### src/rtl/qmul_seq_pkg.sv
// Shared fixed-point constants for the sequential Q-format arithmetic blocks.
// Operands are sign-magnitude: the sign bit is the top bit and the rest is magnitude.
package qmul_seq_pkg;

  localparam int QMUL_Q_DEF        = 15;
  localparam int QMUL_N_DEF        = 32;
  localparam int QMUL_SIGN_BIT_DEF = QMUL_N_DEF - 1;

  typedef enum logic {
    S_IDLE = 1'b0,
    S_BUSY = 1'b1
  } qmul_state_e;

endpackage

### src/rtl/qmul_seq.sv
// Sequential sign-magnitude Q-format multiplier: shift-and-add, one multiplier bit per cycle.
// The result register and the overflow flag change only on the completion edge.
module qmul_seq
  import qmul_seq_pkg::*;
#(
  parameter int Q = QMUL_Q_DEF,
  parameter int N = QMUL_N_DEF
) (
  input  logic         i_clk,
  input  logic         rst,
  input  logic [N-1:0] i_multiplicand,
  input  logic [N-1:0] i_multiplier,
  input  logic         i_start,
  output logic [N-1:0] o_result_out,
  output logic         o_complete,
  output logic         o_overflow
);

  localparam int MW = N - 1;
  localparam int PW = 2 * N - 2;
  localparam int CW = $clog2(N);

  qmul_state_e    state_q, state_d;
  logic [PW-1:0]  mcand_q, mcand_d;
  logic [MW-1:0]  mplier_q, mplier_d;
  logic [PW-1:0]  acc_q, acc_d;
  logic           sign_q, sign_d;
  logic [CW-1:0]  cnt_q, cnt_d;
  logic [N-1:0]   result_q, result_d;
  logic           ovf_q, ovf_d;
  logic [PW-1:0]  acc_sum;

  function automatic logic prod_ovf(input logic [PW-1:0] prod);
    return |prod[PW-1:MW+Q];
  endfunction

  // Truncate toward zero, saturate on overflow, and never emit a negative zero.
  function automatic logic [N-1:0] pack_result(input logic sgn, input logic [PW-1:0] prod);
    logic [MW-1:0] mag;
    mag = prod_ovf(prod) ? '1 : prod[MW-1+Q:Q];
    return {sgn & (|mag), mag};
  endfunction

  assign acc_sum = acc_q + (mplier_q[0] ? mcand_q : '0);

  always_comb begin
    state_d  = state_q;
    mcand_d  = mcand_q;
    mplier_d = mplier_q;
    acc_d    = acc_q;
    sign_d   = sign_q;
    cnt_d    = cnt_q;
    result_d = result_q;
    ovf_d    = ovf_q;
    case (state_q)
      S_IDLE: begin
        if (i_start) begin
          mcand_d  = PW'(i_multiplicand[MW-1:0]);
          mplier_d = i_multiplier[MW-1:0];
          sign_d   = i_multiplicand[N-1] ^ i_multiplier[N-1];
          acc_d    = '0;
          cnt_d    = CW'(N - 2);
          state_d  = S_BUSY;
        end
      end
      S_BUSY: begin
        acc_d    = acc_sum;
        mcand_d  = mcand_q << 1;
        mplier_d = mplier_q >> 1;
        cnt_d    = cnt_q - 1'b1;
        if (cnt_q == '0) begin
          // Last multiplier bit: publish the finished product in the same edge.
          result_d = pack_result(sign_q, acc_sum);
          ovf_d    = prod_ovf(acc_sum);
          cnt_d    = '0;
          state_d  = S_IDLE;
        end
      end
      default: state_d = S_IDLE;
    endcase
  end

  always_ff @(posedge i_clk) begin
    if (rst) begin
      state_q  <= S_IDLE;
      mcand_q  <= '0;
      mplier_q <= '0;
      acc_q    <= '0;
      sign_q   <= 1'b0;
      cnt_q    <= '0;
      result_q <= '0;
      ovf_q    <= 1'b0;
    end else begin
      state_q  <= state_d;
      mcand_q  <= mcand_d;
      mplier_q <= mplier_d;
      acc_q    <= acc_d;
      sign_q   <= sign_d;
      cnt_q    <= cnt_d;
      result_q <= result_d;
      ovf_q    <= ovf_d;
    end
  end

  assign o_result_out = result_q;
  assign o_overflow   = ovf_q;
  assign o_complete   = (state_q == S_IDLE);

endmodule

### config.mk
export PLATFORM = sky130hd
export DESIGN_NAME = qmul_seq
export DESIGN_NICKNAME = d
export VERILOG_FILES = /design/src/rtl/qmul_seq_pkg.sv /design/src/rtl/qmul_seq.sv
export SDC_FILE = /design/constraint.sdc
export NUM_CORES = 1
export LEC_CHECK = 0
export CORE_ASPECT_RATIO = 1.4
export CORE_MARGIN = 5
export CORE_UTILIZATION = 35
export CTS_BUF_LIST = sky130_fd_sc_hd__clkbuf_2
export DETAILED_ROUTE_END_ITERATION = 7
export PLACE_DENSITY = 0.59
export SETUP_SLACK_MARGIN = 0.02
export SYNTH_ARGS = -nofsm -noshare
export SYNTH_HDL_FRONTEND = slang
export SYNTH_SLANG_ARGS = --single-unit
### constraint.sdc
create_clock -name i_clk -period 8.6 [get_ports i_clk]
set_input_delay 2.15 -clock i_clk [delete_from_list [all_inputs] [get_ports i_clk]]
set_output_delay 2.15 -clock i_clk [all_outputs]
set_load 0.03 [all_outputs]
==> metrics, run 1 <==
Mapped Nets=1850; WS Path Type=reg -> reg; routed wire length=45.2 mm; hold_ws=0.489 ns; Period minus WS final=5.46 ns; routability congestion estimate=0.964; die height=237 um; clock-pin slew on the worst setup and hold paths=0.31 ns; period utilisation layout=63.5%; Starting Density=35.3%; Seq/Total Area, Yosys=30.2%; Post-synth EDFFs=0; ys async rst share=0%; setup TNS=0 ns; total power=1.70 mW; cells after synthesis=1720; CP Max Fanout=62; Initial DRC Count=724; clk_lat worst skew=0.91 ns; Hold WC Path Type=reg -> reg; Setup crit end=o_result_out[23]; vias in the first global route=12.1k; Synth Flop Type=dfxtp_1; first-pass GRT wire length=69.9 mm; syn_area_per_cell=7.52 sq um; H-tree depth=4; clock sink total=195; post-route cell area=0.0144 sq mm; Worst slew margin=18.0%; antenna violations before repair=1; WP data required=9.40 ns; area grow syn2layout=10.9%; outcome=finished, final reports clean; r2r endpoint=o_result_out[23]; CTS tree=built; Power Density=119 mW/mm^2; filler instances=3858; critical path depth=15; Util after Layout=39.1%; Worst path top cell family by delay=compound AO/OA/AOI/OAI gates; VDD IR max=69.2 uV; Max Slew Vio Count=0; FF-to-FF path depth=15; die area=0.0410 sq mm; Placed Instance Area=0.0141 sq mm; io pins=101; count of cell types in the netlist=78; Mapped Area=0.0129 sq mm; Buffers & Inverters on Critical Path=2; commonest non-fill, non-tap cells in the layout=nor2_1, a21oi_1, dfxtp_1; flops & latches, synth=195; Nets=1854; CTS Buffer Depth=2; via count=12.7k; max incr delay on CP=1.09 ns; Arrival @ worst endpoint=6.26 ns; Clock Skews=0.0403 ns; Post-DRT Antenna Nets=0; Worst setup SP type=flip-flop; largest net degree at the start of global routing=102; final hold violations=0; Vias/cell=5.74; RR Startpoint=mplier_q[0]; commonest non-fill, non-tap cell in the layout=nor2_1; 1st-pass router iterations=5; CTS Hold Buffers Added=0; crit path from=mplier_q[0]; clock buffer count from CTS=17; Ys Warns=0; post-CTS setup buffers=0; max_cap viols=0; DRC errors left=0; fmax=183 MHz; grt total ovfl=0; crit end category=flip-flop; Setup-failing EPs final=0; Std-Cell Rows=83; unrepaired setup endpoints after global routing=false; core area=0.0367 sq mm; CP cell instances=buf_4 > and2_1 > ha_1 > inv_1 > fa_1 > nor2b_1 > o2111ai_1 > a2111oi_0 > o31a_1 > o21ai_0 > o211a_1 > xnor2_1 > nand4b_4 > or3_4 > o311a_1; Port Buffers=100; R2R Setup Slk=3.14 ns; slowest stage cell on the critical path=a2111oi_0; Die W=172 um; all-layer global routing usage=21.9%; Post-DP HPWL=34.6 mm; Tightest Pin Transition=1.20 ns; # resized after CTS=0; Static Leak=5.66 nW; WL/cell=20.5 um; layout cells sized above 1=4.32%; root buf cell=clkbuf_2
## metal layers
metal  vias up  part of all wire (%)  GRT usage [%]
li1       6231                     -              -
met1      6055                    40           25.2
met2       286                    52           39.8
met3        95                   2.7           2.74
met4         0                   4.9           9.84
met5         -                     0              0
## power by group
part	switching [mW]	internal, mW
logic	0.164	0.103
clock network	0.353	0.114
registers	0.0267	0.944
total	0.544	1.16
## synth_stat cells (13+ instances only)
master	count	share of area (%)
nor3_1	25	0.97
xnor2_1	16	1.1
and3_1	26	1.3
mux2i_1	66	5.1
ha_1	62	6.0
buf_1	14	0.41
inv_1	20	0.58
nor2_1	266	7.7
and2_1	71	3.4
nor4_1	15	0.73
nand2_1	99	2.9
nand3_1	26	1.0
a21o_1	23	1.3
a21oi_1	236	9.1
o21ai_0	93	3.6
nand4_1	31	1.5
o21a_1	25	1.5
clkbuf_1	104	3.0
nand2b_1	13	0.63
xor2_1	17	1.2
dfxtp_1	195	30
nor3b_1	62	3.6
a31oi_1	30	1.5
a211oi_1	16	0.93
## kinds of logic after synthesis
logic type	synth area share [%]
flops	30.2
compound gates	25.0
fa+ha+maj	6.15
buf+inv	4.43
xor+xnor	2.23
simple gates	26.8
mux	5.19
## per-stage QoR
step                worst slack, ns  instances
floorplan                      4.51       1720
global placement               3.35       2172
detailed placement             3.28       2172
CTS                            3.18       2204
global route                   2.89       2205
finish                         3.14       2205
## flip-flops by register name, summed over array words and instances (netlist names)
signal,cells
acc_q,62
cnt_q,5
mcand_q,62
mplier_q,31
o_overflow,1
o_result_out,32
sign_q,1
state_q,1
## worst min-delay path by stage
stage	slack, ns	to	startpoint	cells past startpoint
2_1_floorplan	0.45	acc_q[50]	acc_q[50]	2
3_3_place_gp	0.46	mplier_q[11]	mplier_q[12]	2
3_5_place_dp	0.47	acc_q[44]	acc_q[44]	2
4_1_cts	0.49	acc_q[44]	acc_q[44]	2
5_1_grt	0.51	acc_q[44]	acc_q[44]	2
6_report	0.49	mplier_q[0]	mplier_q[1]	2
## tightest hold or removal path: cells and delay by family, from the launching register on
kind / cells / cell delay (ns)
flops: 1 / 0.39
simple gates: 1 / 0.08
compound gates: 1 / 0.06
## layout make-up
class / instances / area, sq um / share of cell area, %
clock buffers: 19 / 95.1 / 0.663
diodes: 1 / 2.50 / 0.0174
multi-input cells: 1377 / 8470 / 59.0
well taps: 467 / 584 / 4.07
clock inverters: 13 / 124 / 0.863
flip-flops and latches: 195 / 3910 / 27.2
repair buffers: 112 / 1090 / 7.59
inverters: 21 / 78.8 / 0.549
(Power assumes the default switching activity.)
==> run 2: changes to the inputs <==
--- a/config.mk
+++ b/config.mk
@@ -10,7 +10,7 @@
 export CORE_UTILIZATION = 35
 export CTS_BUF_LIST = sky130_fd_sc_hd__clkbuf_2
 export DETAILED_ROUTE_END_ITERATION = 7
-export PLACE_DENSITY = 0.59
+export PLACE_DENSITY = 0.61
 export SETUP_SLACK_MARGIN = 0.02
 export SYNTH_ARGS = -nofsm -noshare
 export SYNTH_HDL_FRONTEND = slang
==> constraint.sdc (replaced) <==
create_clock -name i_clk -period 4.8 [get_ports i_clk]
set_input_delay 1.2 -clock i_clk [delete_from_list [all_inputs] [get_ports i_clk]]
set_output_delay 1.2 -clock i_clk [all_outputs]
set_load 0.03 [all_outputs]
==> metrics, run 2 (same netlist as run 1, synthesis figures left out) <==
Setup-failing EPs final=0 (unchanged); clock buffer count from CTS=17 (unchanged); HP Start=acc_q[60] (was mplier_q[1]); Hold Path Depth=2 (unchanged); setup TNS=0 ns (unchanged); WS Path Type=reg -> reg (unchanged); slowest stage cell on the critical path=a2111oi_0 (unchanged); CP cell instances=buf_12 > nand2_1 > fa_1 > nor2b_1 > o2111ai_1 > a2111oi_0 > buf_4 > o31a_1 > o21ai_0 > o211a_1 > xnor2_1 > nand4b_4 > or3_4 > o311a_1 (was buf_4 > and2_1 > ha_1 > inv_1 > fa_1 > nor2b_1 > o2111ai_1 > a2111oi_0 > o31a_1 > o21ai_0 > o211a_1 > xnor2_1 > nand4b_4 > or3_4 > o311a_1); unrepaired setup endpoints after global routing=false (unchanged); Std-Cell Rows=83 (unchanged); Tightest Pin Transition=0.988 ns (was 1.20 ns); Port Buffers=100 (unchanged); Initial DRC Count=854 (was 724); Die W=172 um (unchanged); DRC errors left=0 (unchanged); via count=12.7k (about the same); clock sink total=195 (unchanged); Hold WC Path Type=reg -> reg (unchanged); antenna violations before repair=1 (unchanged); crit end category=flip-flop (unchanged); Max Slew Vio Count=0 (unchanged); Worst setup SP type=flip-flop (unchanged); max incr delay on CP=0.61 ns (was 1.09 ns); core area=0.0367 sq mm (unchanged); Post-DP HPWL=33.2 mm (was 34.6 mm); 1st-pass router iterations=5 (unchanged); Arrival @ worst endpoint=5.24 ns (was 6.26 ns); Vias/cell=5.64 (was 5.74); filler instances=3809 (was 3858); RR Startpoint=mplier_q[0] (unchanged); vias in the first global route=12.2k (was 12.1k); CTS Hold Buffers Added=0 (unchanged); Starting Density=35.3% (unchanged); routability congestion estimate=0.960 (was 0.964); FF-to-FF path depth=14 (was 15); largest net degree at the start of global routing=109 (was 102); CTS Buffer Depth=2 (unchanged); Nets=1897 (was 1854); die height=237 um (unchanged); routed wire length=43.5 mm (was 45.2 mm); area grow syn2layout=13.7% (was 10.9%); all-layer global routing usage=20.9% (was 21.9%); Post-DRT Antenna Nets=0 (unchanged); Period minus WS final=4.46 ns (was 5.46 ns); VDD IR max=135 uV (was 69.2 uV); Static Leak=5.89 nW (was 5.66 nW); post-CTS setup buffers=0 (unchanged); clock-pin slew on the worst setup and hold paths=0.28 ns (was 0.31 ns); die area=0.0410 sq mm (unchanged); Util after Layout=40.1% (was 39.1%); clk_lat worst skew=0.88 ns (was 0.91 ns); final hold violations=0 (unchanged); R2R Setup Slk=0.34 ns (was 3.14 ns); root buf cell=clkbuf_2 (unchanged); outcome=finished, final reports clean (unchanged); Clock Skews=0.0313 ns (was 0.0403 ns); Worst slew margin=34.1% (was 18.0%); CP Max Fanout=62 (unchanged); first-pass GRT wire length=67.6 mm (was 69.9 mm); layout cells sized above 1=6.52% (was 4.32%); WL/cell=19.4 um (was 20.5 um); Power Density=210 mW/mm^2 (was 119 mW/mm^2); CTS tree=built (unchanged); max_cap viols=0 (unchanged); commonest non-fill, non-tap cells in the layout=nor2_1, a21oi_1, dfxtp_1 (unchanged); grt total ovfl=0 (unchanged); commonest non-fill, non-tap cell in the layout=nor2_1 (unchanged); period utilisation layout=92.9% (was 63.5%); WP data required=5.58 ns (was 9.40 ns); fmax=224 MHz (was 183 MHz); io pins=101 (unchanged); H-tree depth=4 (unchanged); # resized after CTS=0 (unchanged); r2r endpoint=o_result_out[15] (was o_result_out[23]); worst min-delay path endpoint=acc_q[60] (was mplier_q[0])
==> run 2: cell types whose count changed in the layout (fill, tap and decap cells not counted), moves of 2 or more <==
cell,previous run,this run
buf_4,13,54
clkbuf_2,19,17
clkinv_1,2,4
buf_12,0,2
inv_8,3,1
==> run 2: critical path, delay by kind of cell, from the launching register on <==
kind	cells	cell delay [ns]
AO/OA/AOI/OAI	6	1.78
adder cells (fa/ha/maj)	1	0.44
flip-flops	1	0.44
AND/OR/NAND/NOR	4	1.04
buffers and inverters	2	0.46
XOR/XNOR	1	0.18
==> run 2: where the power goes <==
part           switching, mW  total (mW)  leakage, nW  internal [mW]
clock                  0.618       0.862        0.140          0.244
sequential            0.0446        1.74         1.59           1.69
combinational          0.298       0.488         4.16          0.190
total                  0.960        3.09         5.89           2.13
==> run 2: stage by stage <==
step / hold slack [ns] / cell area [sq um] / std cells / worst slack (ns) / power (mW)
6_report: 0.493 / 14700 / 2248 / 0.342 / 3.09
4_1_cts: 0.483 / 14700 / 2247 / 0.313 / 3.13
3_3_place_gp: 0.459 / 14500 / 2215 / 0.459 / 2.25
3_5_place_dp: 0.467 / 14500 / 2215 / 0.392 / 2.26
5_1_grt: 0.491 / 14700 / 2248 / 0.113 / 3.24
2_1_floorplan: 0.452 / 12900 / 1720 / 0.713 / 2.07
==> run 2: worst max-delay path by stage <==
| stage | slack (ns) | start | cells past startpoint | endpoint |
|---|---|---|---|---|
| floorplan | 0.71 | mplier_q[0] | 16 | o_result_out[15] |
| global placement | 0.46 | mplier_q[0] | 14 | o_result_out[30] |
| detailed placement | 0.39 | mplier_q[0] | 14 | o_result_out[30] |
| CTS | 0.31 | mplier_q[0] | 14 | o_result_out[15] |
| global route | 0.11 | mplier_q[0] | 14 | o_result_out[15] |
| finish | 0.34 | mplier_q[0] | 14 | o_result_out[15] |
==> run 2: layer usage <==
metal  share of wire (%)  GRT usage [%]
met1                  41           24.7
met3                 3.3           2.84
met2                  51           36.7
met4                 5.1           10.2
met5                   0              0
==> run 2: layout make-up <==
type                            instances  area [sq um]  share of cell area (%)
Timing Repair Buffer                  155          1440                    9.77
Multi-Input combinational cell       1377          8470                    57.5
Inverter                               21          78.8                   0.536
Sequential cell                       195          3910                    26.6
Antenna cell                            1          2.50                  0.0170
Tap cell                              467           584                    3.97
Clock inverter                         15           151                    1.03
Clock buffer                           17          85.1                   0.578
==> run 3: changes to the inputs <==
--- a/config.mk
+++ b/config.mk
@@ -5,12 +5,14 @@
 export SDC_FILE = /design/constraint.sdc
 export NUM_CORES = 1
 export LEC_CHECK = 0
+export CELL_PAD_IN_SITES_DETAIL_PLACEMENT = 0
+export CELL_PAD_IN_SITES_GLOBAL_PLACEMENT = 1
 export CORE_ASPECT_RATIO = 1.4
 export CORE_MARGIN = 5
 export CORE_UTILIZATION = 35
 export CTS_BUF_LIST = sky130_fd_sc_hd__clkbuf_2
 export DETAILED_ROUTE_END_ITERATION = 7
-export PLACE_DENSITY = 0.61
+export PLACE_DENSITY = 0.76
 export SETUP_SLACK_MARGIN = 0.02
 export SYNTH_ARGS = -nofsm -noshare
 export SYNTH_HDL_FRONTEND = slang
==> metrics, run 3 (same netlist as run 1, synthesis figures left out) <==
max_cap viols=0 (unchanged); clk_lat worst skew=0.92 ns (was 0.88 ns); H-tree depth=4 (unchanged); filler instances=3884 (was 3809); clock buffer count from CTS=17 (unchanged); Die W=172 um (unchanged); routed wire length=45.0 mm (was 43.5 mm); commonest non-fill, non-tap cells in the layout=nor2_1, a21oi_1, dfxtp_1 (unchanged); Inst Count DP=2209 (was 2215); Period minus WS final=4.45 ns (was 4.46 ns); Setup-failing EPs final=0 (unchanged); all-layer global routing usage=21.6% (was 20.9%); WP data required=5.57 ns (was 5.58 ns); antenna violations before repair=1 (unchanged); DRC errors left=0 (unchanged); Initial DRC Count=738 (was 854); Nets=1891 (was 1897); Hold WC Path Type=reg -> reg (unchanged); commonest non-fill, non-tap cell in the layout=nor2_1 (unchanged); Hold Path Depth=2 (unchanged); Post-DRT Antenna Nets=0 (unchanged); grt total ovfl=0 (unchanged); r2r endpoint=o_result_out[9] (was o_result_out[15]); WL/cell=20.1 um (was 19.4 um); clock-pin slew on the worst setup and hold paths=0.32 ns (was 0.28 ns); CP Max Fanout=26 (was 62); fmax=225 MHz (was 224 MHz); pre-CTS WS=0.350 ns (was 0.392 ns); Power Density=211 mW/mm^2 (was 210 mW/mm^2); via count=12.7k (about the same); die height=237 um (unchanged); die area=0.0410 sq mm (unchanged); FF-to-FF path depth=15 (was 14); Max Slew Vio Count=0 (unchanged); VDD IR max=134 uV (was 135 uV); Static Leak=5.87 nW (was 5.89 nW); area grow syn2layout=13.7% (about the same); crit end category=flip-flop (unchanged); 1st-pass router iterations=7 (was 5); Post-DP HPWL=34.5 mm (was 33.2 mm); core area=0.0367 sq mm (unchanged); Port Buffers=100 (unchanged); post-CTS setup buffers=0 (unchanged); worst min-delay path endpoint=acc_q[55] (was acc_q[60]); Non-Filler Instances=2242 (was 2248); layout cells sized above 1=6.48% (was 6.52%); CTS Buffer Depth=2 (unchanged); Arrival @ worst endpoint=5.21 ns (was 5.24 ns); period utilisation layout=92.6% (was 92.9%); routability congestion estimate=1.02 (was 0.960); Worst slew margin=30.2% (was 34.1%); io pins=101 (unchanged); worst setup margin=0.354 ns (was 0.342 ns); first-pass GRT wire length=69.4 mm (was 67.6 mm); final hold violations=0 (unchanged); Vias/cell=5.67 (was 5.64); Starting Density=35.3% (unchanged); R2R Setup Slk=0.35 ns (was 0.34 ns); CTS tree=built (unchanged); root buf cell=clkbuf_2 (unchanged); Worst setup SP type=flip-flop (unchanged); total power=3.11 mW (was 3.09 mW); Clock Skews=0.0561 ns (was 0.0313 ns); setup TNS=0 ns (unchanged); Std-Cell Rows=83 (unchanged); outcome=finished, final reports clean (unchanged); Tightest Pin Transition=1.05 ns (was 0.988 ns); vias in the first global route=12.1k (was 12.2k); clock sink total=195 (unchanged); WS Path Type=reg -> reg (unchanged); unrepaired setup endpoints after global routing=false (unchanged); HP Start=acc_q[55] (was acc_q[60]); largest net degree at the start of global routing=115 (was 109); RR Startpoint=mplier_q[0] (unchanged)
## run 3: changes by cell type in the layout (fill, tap and decap cells not counted), sizes merged
| cell | change |
|---|---|
| clkinvlp | -1 |
| clkinv | +3 |
| buf | -6 |
| bufinv | -2 |
## run 3: metal layers
metal / vias to the layer above / wire length [um] / part of all wire (%) / GRT usage (%)
met4: 0 / 2330 / 5.2 / 10.7
met2: 287 / 23500 / 52 / 39.4
met5: - / 0 / 0 / 0
met1: 6047 / 17800 / 40 / 24.5
met3: 72 / 1360 / 3.0 / 2.55
li1: 6297 / - / - / -
## run 3: report_power, final
part | internal, mW | switching (mW) | leakage, nW
combinational | 0.187 | 0.284 | 4.13
sequential | 1.69 | 0.0668 | 1.59
clock | 0.184 | 0.695 | 0.155
total | 2.06 | 1.05 | 5.87
## run 3: through the flow
| stage | utilization [%] | hold WS (ns) | area, sq um |
|---|---|---|---|
| after floorplan | - | 0.452 | 12900 |
| after global placement | 39.4 | 0.461 | 14400 |
| after detailed placement | 39.4 | 0.466 | 14400 |
| after CTS | 40.1 | 0.492 | 14700 |
| after global routing | 40.1 | 0.511 | 14700 |
| final | 40.1 | 0.491 | 14700 |
## run 3: how the worst max path moves through the flow
| stage | from | endpoint | depth (start not counted) |
|---|---|---|---|
| 5_1_grt | mplier_q[0] | o_result_out[9] | 15 |
| 6_report | mplier_q[0] | o_result_out[9] | 15 |
| 3_5_place_dp | mplier_q[0] | o_result_out[25] | 16 |
| 3_3_place_gp | mplier_q[0] | o_result_out[23] | 14 |
| 2_1_floorplan | mplier_q[0] | o_result_out[15] | 16 |
| 4_1_cts | mplier_q[0] | o_result_out[25] | 16 |
## run 3: critical path, cell delays in order (launching register included)
cell	delay, ns
dfxtp_4	0.49
buf_4	0.26
nand2_1	0.13
fa_1	0.44
nor2b_1	0.13
o2111ai_1	0.21
a2111oi_0	0.59
buf_4	0.20
o31a_1	0.21
o21ai_0	0.22
o211a_1	0.34
xnor2_1	0.15
nand4b_4	0.25
buf_4	0.21
nor4_1	0.34
a21oi_1	0.11
## run 3: area by class of cell
| cell class | count | area (sq um) | share of cell area [%] |
|---|---|---|---|
| antenna | 1 | 2.50 | 0.0170 |
| clock buffer | 17 | 85.1 | 0.578 |
| clock inverter | 15 | 184 | 1.25 |
| inverter | 21 | 78.8 | 0.536 |
| multi-input combinational | 1377 | 8480 | 57.6 |
| sequential | 195 | 3910 | 26.6 |
| tap | 467 | 584 | 3.97 |
| timing repair buffer | 149 | 1390 | 9.46 |
## run 3: what timing repair did
item,4_1_cts,5_1_grt
resized for setup,0,2
setup endpoints to repair,0,15
hold buffers,0,0
